--- src/rtl/sdp_mrdma_rd_req_arb.sv ---
// DMA read-request arbiter: round-robin grant among enabled sources, optional burst lock
// on one owner, and a single registered output stage with 1 beat/cycle throughput.
module sdp_mrdma_rd_req_arb #(
    parameter int unsigned NUM_REQ  = 3,
    parameter int unsigned PD_WIDTH = 79
) (
    input  logic                        nvdla_core_clk,
    input  logic                        nvdla_core_rst,
    input  logic [NUM_REQ-1:0]          req_vld,
    input  logic [NUM_REQ*PD_WIDTH-1:0] req_pd,
    output logic [NUM_REQ-1:0]          req_rdy,
    input  logic [3:0]                  cfg_burst_len,
    input  logic [NUM_REQ-1:0]          cfg_req_en,
    output logic                        dma_rd_req_vld,
    output logic [PD_WIDTH-1:0]         dma_rd_req_pd,
    output logic [1:0]                  dma_rd_req_src,
    input  logic                        dma_rd_req_rdy,
    output logic                        arb_idle
);

    localparam int unsigned IdW = (NUM_REQ > 1) ? $clog2(NUM_REQ) : 1;

    typedef enum logic {StArb, StLock} state_e;

    state_e              r_state, w_state_d;
    logic [IdW-1:0]      r_own_id, w_own_id_d;
    logic [3:0]          r_beat_cnt, w_beat_cnt_d;
    logic [IdW-1:0]      r_rr_ptr, w_rr_ptr_d;
    logic                r_vld, w_vld_d;
    logic [PD_WIDTH-1:0] r_pd, w_pd_d;
    logic [1:0]          r_src, w_src_d;

    logic [3:0]          w_eff_len;
    logic                w_load_en;
    logic [NUM_REQ-1:0]  w_elig;
    logic                w_arb_found;
    logic [IdW-1:0]      w_arb_id;
    logic [IdW:0]        w_sum;
    logic                w_gnt;
    logic [IdW-1:0]      w_gnt_id;

    function automatic logic [IdW-1:0] inc_id(input logic [IdW-1:0] id);
        if (32'(id) + 32'd1 >= NUM_REQ) return '0;
        return id + IdW'(1);
    endfunction

    assign w_eff_len = (cfg_burst_len == 4'd0) ? 4'd1 : cfg_burst_len;
    assign w_load_en = !r_vld || dma_rd_req_rdy;
    assign w_elig    = req_vld & cfg_req_en;

    // First eligible source scanning cyclically upward from r_rr_ptr.
    always_comb begin
        w_arb_found = 1'b0;
        w_arb_id    = '0;
        w_sum       = '0;
        for (int unsigned k = 0; k < NUM_REQ; k++) begin
            w_sum = {1'b0, r_rr_ptr} + (IdW+1)'(k);
            if (w_sum >= (IdW+1)'(NUM_REQ)) w_sum = w_sum - (IdW+1)'(NUM_REQ);
            if (!w_arb_found && w_elig[w_sum[IdW-1:0]]) begin
                w_arb_found = 1'b1;
                w_arb_id    = w_sum[IdW-1:0];
            end
        end
    end

    always_comb begin
        w_state_d    = r_state;
        w_own_id_d   = r_own_id;
        w_beat_cnt_d = r_beat_cnt;
        w_rr_ptr_d   = r_rr_ptr;
        w_gnt        = 1'b0;
        w_gnt_id     = r_own_id;
        unique case (r_state)
            StArb: begin
                w_gnt_id = w_arb_id;
                if (w_arb_found && w_load_en) begin
                    w_gnt = 1'b1;
                    if (w_eff_len == 4'd1) begin
                        w_rr_ptr_d = inc_id(w_arb_id);
                    end else begin
                        w_state_d    = StLock;
                        w_own_id_d   = w_arb_id;
                        w_beat_cnt_d = 4'd1;
                    end
                end
            end
            StLock: begin
                // Owner dropped (disabled, or idle while the output could load): release.
                if (!cfg_req_en[r_own_id] || (w_load_en && !req_vld[r_own_id])) begin
                    w_state_d    = StArb;
                    w_rr_ptr_d   = inc_id(r_own_id);
                    w_beat_cnt_d = 4'd0;
                end else if (w_load_en) begin
                    w_gnt = 1'b1;
                    if ({1'b0, r_beat_cnt} + 5'd1 >= {1'b0, w_eff_len}) begin
                        w_state_d    = StArb;
                        w_rr_ptr_d   = inc_id(r_own_id);
                        w_beat_cnt_d = 4'd0;
                    end else begin
                        w_beat_cnt_d = r_beat_cnt + 4'd1;
                    end
                end
            end
            default: w_state_d = StArb;
        endcase
    end

    always_comb begin
        req_rdy = '0;
        if (w_gnt && !nvdla_core_rst) req_rdy[w_gnt_id] = 1'b1;
    end

    always_comb begin
        w_vld_d = r_vld;
        w_pd_d  = r_pd;
        w_src_d = r_src;
        if (w_gnt) begin
            w_vld_d = 1'b1;
            w_pd_d  = req_pd[32'(w_gnt_id)*PD_WIDTH +: PD_WIDTH];
            w_src_d = 2'(w_gnt_id);
        end else if (dma_rd_req_rdy) begin
            w_vld_d = 1'b0;
        end
    end

    always_ff @(posedge nvdla_core_clk) begin
        if (nvdla_core_rst) begin
            r_state    <= StArb;
            r_own_id   <= '0;
            r_beat_cnt <= 4'd0;
            r_rr_ptr   <= '0;
            r_vld      <= 1'b0;
            r_pd       <= '0;
            r_src      <= 2'd0;
        end else begin
            r_state    <= w_state_d;
            r_own_id   <= w_own_id_d;
            r_beat_cnt <= w_beat_cnt_d;
            r_rr_ptr   <= w_rr_ptr_d;
            r_vld      <= w_vld_d;
            r_pd       <= w_pd_d;
            r_src      <= w_src_d;
        end
    end

    assign dma_rd_req_vld = r_vld;
    assign dma_rd_req_pd  = r_pd;
    assign dma_rd_req_src = r_src;
    assign arb_idle       = (r_state == StArb) && !r_vld && !(|w_elig);

endmodule
--- config.mk ---
export PLATFORM = sky130hd
export DESIGN_NAME = sdp_mrdma_rd_req_arb
export DESIGN_NICKNAME = d
export VERILOG_FILES = /design/src/rtl/sdp_mrdma_rd_req_arb.sv
export SDC_FILE = /design/constraint.sdc
export NUM_CORES = 1
export LEC_CHECK = 0
export ABC_AREA = 1
export CAP_MARGIN = 20
export CORE_AREA = 2 2 131 133
export CTS_BUF_LIST = sky130_fd_sc_hd__clkbuf_4
export DETAILED_ROUTE_END_ITERATION = 10
export DIE_AREA = 0 0 133 135
export PLACE_DENSITY = 0.74
export SYNTH_ARGS = -nofsm -noshare
export SYNTH_HDL_FRONTEND = slang
export SYNTH_SLANG_ARGS = --single-unit
export TNS_END_PERCENT = 1
--- constraint.sdc ---
create_clock -name nvdla_core_clk -period 2.7 [get_ports nvdla_core_clk]
set_input_delay 0.27 -clock nvdla_core_clk [delete_from_list [all_inputs] [get_ports nvdla_core_clk]]
set_output_delay 0.27 -clock nvdla_core_clk [all_outputs]
set_load 0.05 [all_outputs]
==> impl_metrics.csv, run 1 <==
group,metric,value,unit
run_status,status,"finished clean",
timing,slew_headroom,62.5,%
finish,area_delta_synth_final,62.8,%
die,pin_count,336,
drt,drt-total-wl,21.5,mm
drt,drtPass1Iterations,5,
power,switching_power,0.00854,W
finish,diodes,0,
logic_synthesis,syn_area,0.00579,mm^2
clock_tree,htreeDepth,3,
timing,worst_slew_pin_slew,0.561,ns
timing,layout_min_cycle_time,2.59,ns
clock_tree,cts_root_buffer,"clkbuf_4",
critical_path,cpMostUsedCell,"nand3_1",
power,power.density,1560,mW/mm^2
clock_tree,clock_path_buffers,2,
placement,finalWeightedCongestion,0.840,
global_routing,grt_overflow,0,
finish,final_cell_mix,"nand2_1, clkdlybuf4s50_1, nor2_1",
die,core_area,0.0164,mm^2
clock_tree,cts_made_buffers,9,
clock_tree,clkTransAtPathRegs,0.14,ns
drt,first_iter_violations,359,
placement,numPortBuffers,335,
critical_path,crit_chain,"buf_4, ha_4, inv_2, nand3_1, nand3_1, nand2_2, nand3_1, nand3_2, nand2_2, nand2_4, nand2_8, nand2_1, nor2_2, buf_12",
finish,nFillCells,1591,
power,comb_power_share,80.1,%
critical_path,cp_top_family,"simple AND/OR/NAND/NOR gates",
timing,hold_violations,0,
drt,ant_nets,0,
run,cap_viol_max_count,0,
logic_synthesis,synth-seq-cells,91,
critical_path,start_kind,"register",
power,p_clk_share,5.2,%
logic_synthesis,synth_edf_count,0,
logic_synthesis,syn_area_per_cell,6.17,um^2
timing,fin_ws,0.115,ns
placement,place_area,0.00915,mm^2
timing,finalCritPeriodShare,95.7,%
clock_tree,cts_tree,"built",
drt,viasPerCell,4.80,
global_routing,gr-usage-all-layers,22.9,%
clock_tree,clock_sinks,91,
finish,drive_above_1_share,7.29,%
timing,setup_viol_count_final,0,
logic_synthesis,yosysUniqueCellTypes,29,
drt,wire_per_inst,14.7,um
logic_synthesis,synth_fp_nets,1194,
placement,hpwl,15.5,mm
critical_path,max_stage_delay,0.34,ns
global_routing,first_global_vias,6555,
die,rows,47,
power,p_sw_share,58.0,%
clock_tree,cts_hold_buf,0,
logic_synthesis,synthFlopType,"dfxtp_1",
die,start_util,35.3,%
power,p_leak,4.15,nW
critical_path,worstPathRequired,2.43,ns
critical_path,cpMaxStageDelayCell,"dfxtp_2",
finish,fin_area,0.00942,mm^2
logic_synthesis,ys_warn_count,0,
power,vdd_drop_max,1430,uV
die,die_w,133,um
timing,final.setup_skew,0.0191,ns
logic_synthesis,yosysSeqAreaShare,31.5,%
timing,final-max-slew-violation-count,0,
logic_synthesis,ys_async_sr_fraction,0,%
critical_path,worstPathArrival,2.32,ns
min_path,hp-class,"in -> reg",
critical_path,cp_max_fo,6,
drt,drc,0,
finish,nets,1500,
drt,num_vias,7041,
critical_path,crit_buf_inv,3,
clock_tree,clkLatencyLatePin,0.46,ns
critical_path,crit_path_end_kind,"primary output",
placement,pre_cts_slack,0.152,ns
die,die_h,135,um
timing,fmax,387,MHz
die,dieArea,0.0180,mm^2
logic_synthesis,synthCells,937,
global_routing,grt_max_degree,86,
global_routing,grt_pass1_wl,32.7,mm
critical_path,setup.worst_path.class,"reg -> out",
power,seqPwrFrac,14.8,%
power,p_int,0.00618,W
global_routing,antenna_found_initial,0,
finish,layout_commonest_cell,"nand2_1",
==> cells by family after synthesis <==
kind of cell	share of synthesized area, %
AO/OA/AOI/OAI	9.84
XOR/XNOR	0.303
adder cells (fa/ha/maj)	1.51
buffers and inverters	10.1
flip-flops	31.5
AND/OR/NAND/NOR	46.7
==> final timing paths <==
kind                                         from                end  slack, ns  depth (start not counted)
worst min-delay path                   req_pd[23]  dma_rd_req_pd[23]       0.48                          5
worst max-delay path                  r_rr_ptr[0]         req_rdy[2]       0.11                         14
worst min register to register  dma_rd_req_src[0]  dma_rd_req_src[0]       0.53                          2
worst max register to register        r_rr_ptr[0]  dma_rd_req_pd[32]       0.22                         16
==> power by group through the flow <==
| stage | Combinational [W] | Clock, W | Sequential, W |
|---|---|---|---|
| after detailed placement | 0.0115 | 0 | 0.00219 |
| after global placement | 0.0114 | 0 | 0.00217 |
| after floorplan | 0.00766 | 0 | 0.00365 |
| after CTS | 0.0117 | 0.000803 | 0.00217 |
| after global routing | 0.0130 | 0.000860 | 0.00223 |
| final | 0.0118 | 0.000762 | 0.00217 |
==> timing repair <==
action | in CTS | in global routing
pin swaps | 2 | 4
buffers inserted | 2 | 6
gates cloned | 1 | 0
setup endpoints to repair | 3 | 3
gates resized for setup | 11 | 8
==> registers in the layout, indices dropped and copies added (netlist names) <==
signal,count
dma_rd_req_pd,79
r_beat_cnt,4
dma_rd_req_src,2
r_own_id,2
r_rr_ptr,2
dma_rd_req_vld,1
r_state,1
==> tightest hold or removal path: stages <==
cell             delay, ns
clkdlybuf4s50_1       0.39
nand2_1               0.06
nand2_1               0.04
nor2_1                0.09
nor2_1                0.04
==> synthesized netlist by cell type, types with 2 or more instances <==
master	number	area, um^2
inv_2	5	18.8
inv_1	22	82.6
dfxtp_1	91	1820
o21a_1	2	15.0
clkbuf_1	10	37.5
o21ai_1	14	70.1
ha_1	7	87.6
o21ai_0	71	355
buf_4	9	67.6
or2_2	2	12.5
a31oi_1	2	12.5
buf_2	15	75.1
nand3_1	88	440
nand4_1	3	18.8
nand2_2	3	18.8
nor2_1	165	619
nand2_1	348	1310
o21ai_2	2	17.5
nand3_2	21	210
nand2_4	2	22.5
buf_6	27	304
a21oi_1	15	75.1
nor3_1	7	35.0
==> area by class of cell <==
type	instances	area [um^2]	area share, %
multi-input cells	759	3460	36.8
clock inverters	6	56.3	0.598
well taps	220	275	2.92
clock buffers	10	75.1	0.797
flip-flops and latches	91	1820	19.4
repair buffers	355	3620	38.4
inverters	27	105	1.12
==> layer usage <==
| metal | vias up | routed length, um | track usage, % |
|---|---|---|---|
| li1 | 3598 | - | - |
| met1 | 3096 | 8610 | 26.1 |
| met2 | 302 | 10500 | 40.6 |
| met3 | 45 | 1830 | 6.27 |
| met4 | 0 | 619 | 9.02 |
| met5 | - | 0 | 0 |
==> per-stage QoR <==
stage               utilization (%)  hold WS [ns]  power, W  setup TNS, ns  cells
floorplan                         -         0.342    0.0113         -0.237    937
global placement               55.7         0.481    0.0135              0   1443
detailed placement             55.7         0.498    0.0137              0   1443
CTS                            57.0         0.414    0.0147        -0.0349   1462
global route                   57.4         0.444    0.0161       -0.00668   1468
finish                         57.4         0.475    0.0147              0   1468
(Power assumes the default switching activity.)
==> run 2, diff against run 1 <==
- CORE_AREA: 2 2 131 133 -> 2 2 130 132
- DIE_AREA: 0 0 133 135 -> 0 0 132 134
- PLACE_DENSITY: 0.74 -> 0.75
- clock period: 2.7 -> 3 ns (I/O delays scaled with it)
==> run 2 against run 1 <==
Against the previous run:
- clock power shrank 8.8%
- global-route usage is essentially flat
- worst hold slack gained 0.029 ns
- register-to-register slack gained 0.34 ns
- clock-buffer cell count is the same
- die area shrank 1.5%
- clock skew shrank 0.0025 ns
- first-iteration DRC count grew 16%
- non-clock buffer count shrank 5
- worst setup slack gained 0.12 ns
- combinational power shrank 11%
==> impl_metrics.csv, run 2 (synthesis gave the netlist of run 1 again) <==
group,metric,value,unit
power,p_int,0.00547,W
timing,fmax,362,MHz
timing,layout_min_cycle_time,2.76,ns
global_routing,antenna_found_initial,1,
global_routing,first_global_vias,6658,
critical_path,cpMaxStageDelayCell,"dfxtp_1",
global_routing,gr-usage-all-layers,22.9,%
drt,ant_nets,0,
timing,rsz0062_at_grt,"no",
die,pin_count,336,
run_status,status,"finished clean",
drt,first_iter_violations,416,
critical_path,worstPathArrival,2.46,ns
timing,hold_violations,0,
global_routing,grt_pass1_wl,32.9,mm
critical_path,worstPathRequired,2.70,ns
global_routing,grt_overflow,0,
placement,numPortBuffers,335,
die,die_w,132,um
drt,viasPerCell,4.75,
critical_path,cp_top_family,"simple AND/OR/NAND/NOR gates",
power,vdd_drop_max,903,uV
power,seqPwrFrac,14.8,%
timing,final-max-slew-violation-count,0,
min_path,hp-class,"in -> reg",
global_routing,grt_max_degree,86,
timing,fin_ws,0.237,ns
finish,final_cell_mix,"nand2_1, clkdlybuf4s50_1, nor2_1",
clock_tree,clkTransAtPathRegs,0.15,ns
power,p_sw_share,58.3,%
timing,worst_hold_slack,0.504,ns
timing,worst_slew_pin_slew,0.593,ns
critical_path,setup.worst_path.class,"reg -> out",
die,start_util,35.5,%
power,comb_power_share,79.9,%
critical_path,start_kind,"register",
drt,num_vias,6961,
clock_tree,clkLatencyLatePin,0.45,ns
drt,drc,0,
finish,largest_reg_flops,79,
clock_tree,cts_root_buffer,"clkbuf_4",
placement,finalWeightedCongestion,0.826,
die,dieArea,0.0177,mm^2
critical_path,crit_buf_inv,3,
power,p_clk_share,5.3,%
timing,setup_viol_count_final,0,
die,core_area,0.0163,mm^2
clock_tree,clock_sinks,91,
finish,nFillCells,1590,
power,switching_power,0.00766,W
power,power.total,0.0131,W
clock_tree,cts_made_buffers,9,
clock_tree,cts_tree,"built",
timing,tns,0,ns
run,cap_viol_max_count,0,
drt,drtPass1Iterations,5,
timing,final.setup_skew,0.0166,ns
critical_path,cp_max_fo,7,
finish,drive_above_1_share,6.19,%
power,p_leak,4.11,nW
finish,register_area,0.00182,mm^2
timing,finalCritPeriodShare,92.1,%
placement,pre_cts_slack,0.432,ns
timing,slew_headroom,60.4,%
die,rows,47,
finish,multiInputGateArea,0.00342,mm^2
finish,nets,1495,
finish,area_delta_synth_final,61.4,%
clock_tree,clock_path_buffers,2,
critical_path,crit_chain,"inv_1, ha_4, inv_2, nand3_1, nand3_1, nand2_1, nand4_1, nand2_2, nand2_2, nand2_8, nand2_1, nor2_2, buf_12",
die,die_h,134,um
clock_tree,htreeDepth,3,
critical_path,max_stage_delay,0.36,ns
critical_path,crit_path_end_kind,"primary output",
placement,hpwl,15.3,mm
power,power.density,1410,mW/mm^2
drt,drt-total-wl,20.8,mm
drt,wire_per_inst,14.2,um
finish,layout_commonest_cell,"nand2_1",
[run 2: changes by cell type in the layout (fill, tap and decap cells not counted), moves of 2 or more]
cell | before | now
nand2_2 | 6 | 3
dfxtp_1 | 89 | 91
inv_1 | 19 | 21
dfxtp_2 | 2 | 0
nand2_1 | 344 | 348
buf_4 | 12 | 8
[run 2: worst register-to-register path: cells and delay by family (launching register included)]
family	cells	cell delay, ns
adders and majority gates	1	0.32
buffers and inverters	4	0.70
DFF	1	0.36
and+or+nand+nor	10	1.00
[run 2: path summary, 6_finish.rpt]
kind	startpoint	to	slack (ns)	cells after the start
setup / recovery	r_rr_ptr[0]	req_rdy[2]	0.24	13
hold / removal	req_pd[71]	dma_rd_req_pd[71]	0.50	5
setup reg to reg	r_rr_ptr[0]	dma_rd_req_pd[63]	0.56	15
hold reg to reg	dma_rd_req_pd[41]	dma_rd_req_pd[41]	0.52	2
[run 2: cell type report]
type                    instances  area share, %
diodes                          1         0.0268
clock buffers                  10          0.804
clock inverters                 6          0.603
inverters                      27           1.09
multi-input cells             759           36.6
flip-flops and latches         91           19.5
well taps                     220           2.95
repair buffers                350           38.4
[run 2: power groups by stage]
stage          Sequential (W)  Combinational [W]  Clock (W)
2_1_floorplan         0.00329            0.00689          0
3_3_place_gp          0.00195             0.0103          0
3_5_place_dp          0.00196             0.0104          0
4_1_cts               0.00194             0.0104   0.000722
5_1_grt               0.00200             0.0116   0.000771
6_report              0.00194             0.0105   0.000695
[run 2: what timing repair did]
item	4_1_cts	5_1_grt
hold buffers	0	0
pin swaps	0	1
setup endpoints to repair	1	3
endpoints found under the hold margin	0	0
gates cloned	0	1
buffers inserted	0	2
gates resized for setup	1	5
[run 2: metal layers]
layer	global-route usage (%)	wire length [um]
met4	7.55	446
met2	42.7	10400
met3	6.50	1680
met1	24.9	8250
met5	0	0
[run 2: per-stage QoR]
step | util, % | instance area [um^2] | instances
final | 57.3 | 9340 | 1464
after global routing | 57.3 | 9340 | 1464
after CTS | 57.0 | 9290 | 1460
after detailed placement | 56.2 | 9150 | 1444
after global placement | 56.2 | 9150 | 1444
after floorplan | - | 5790 | 937
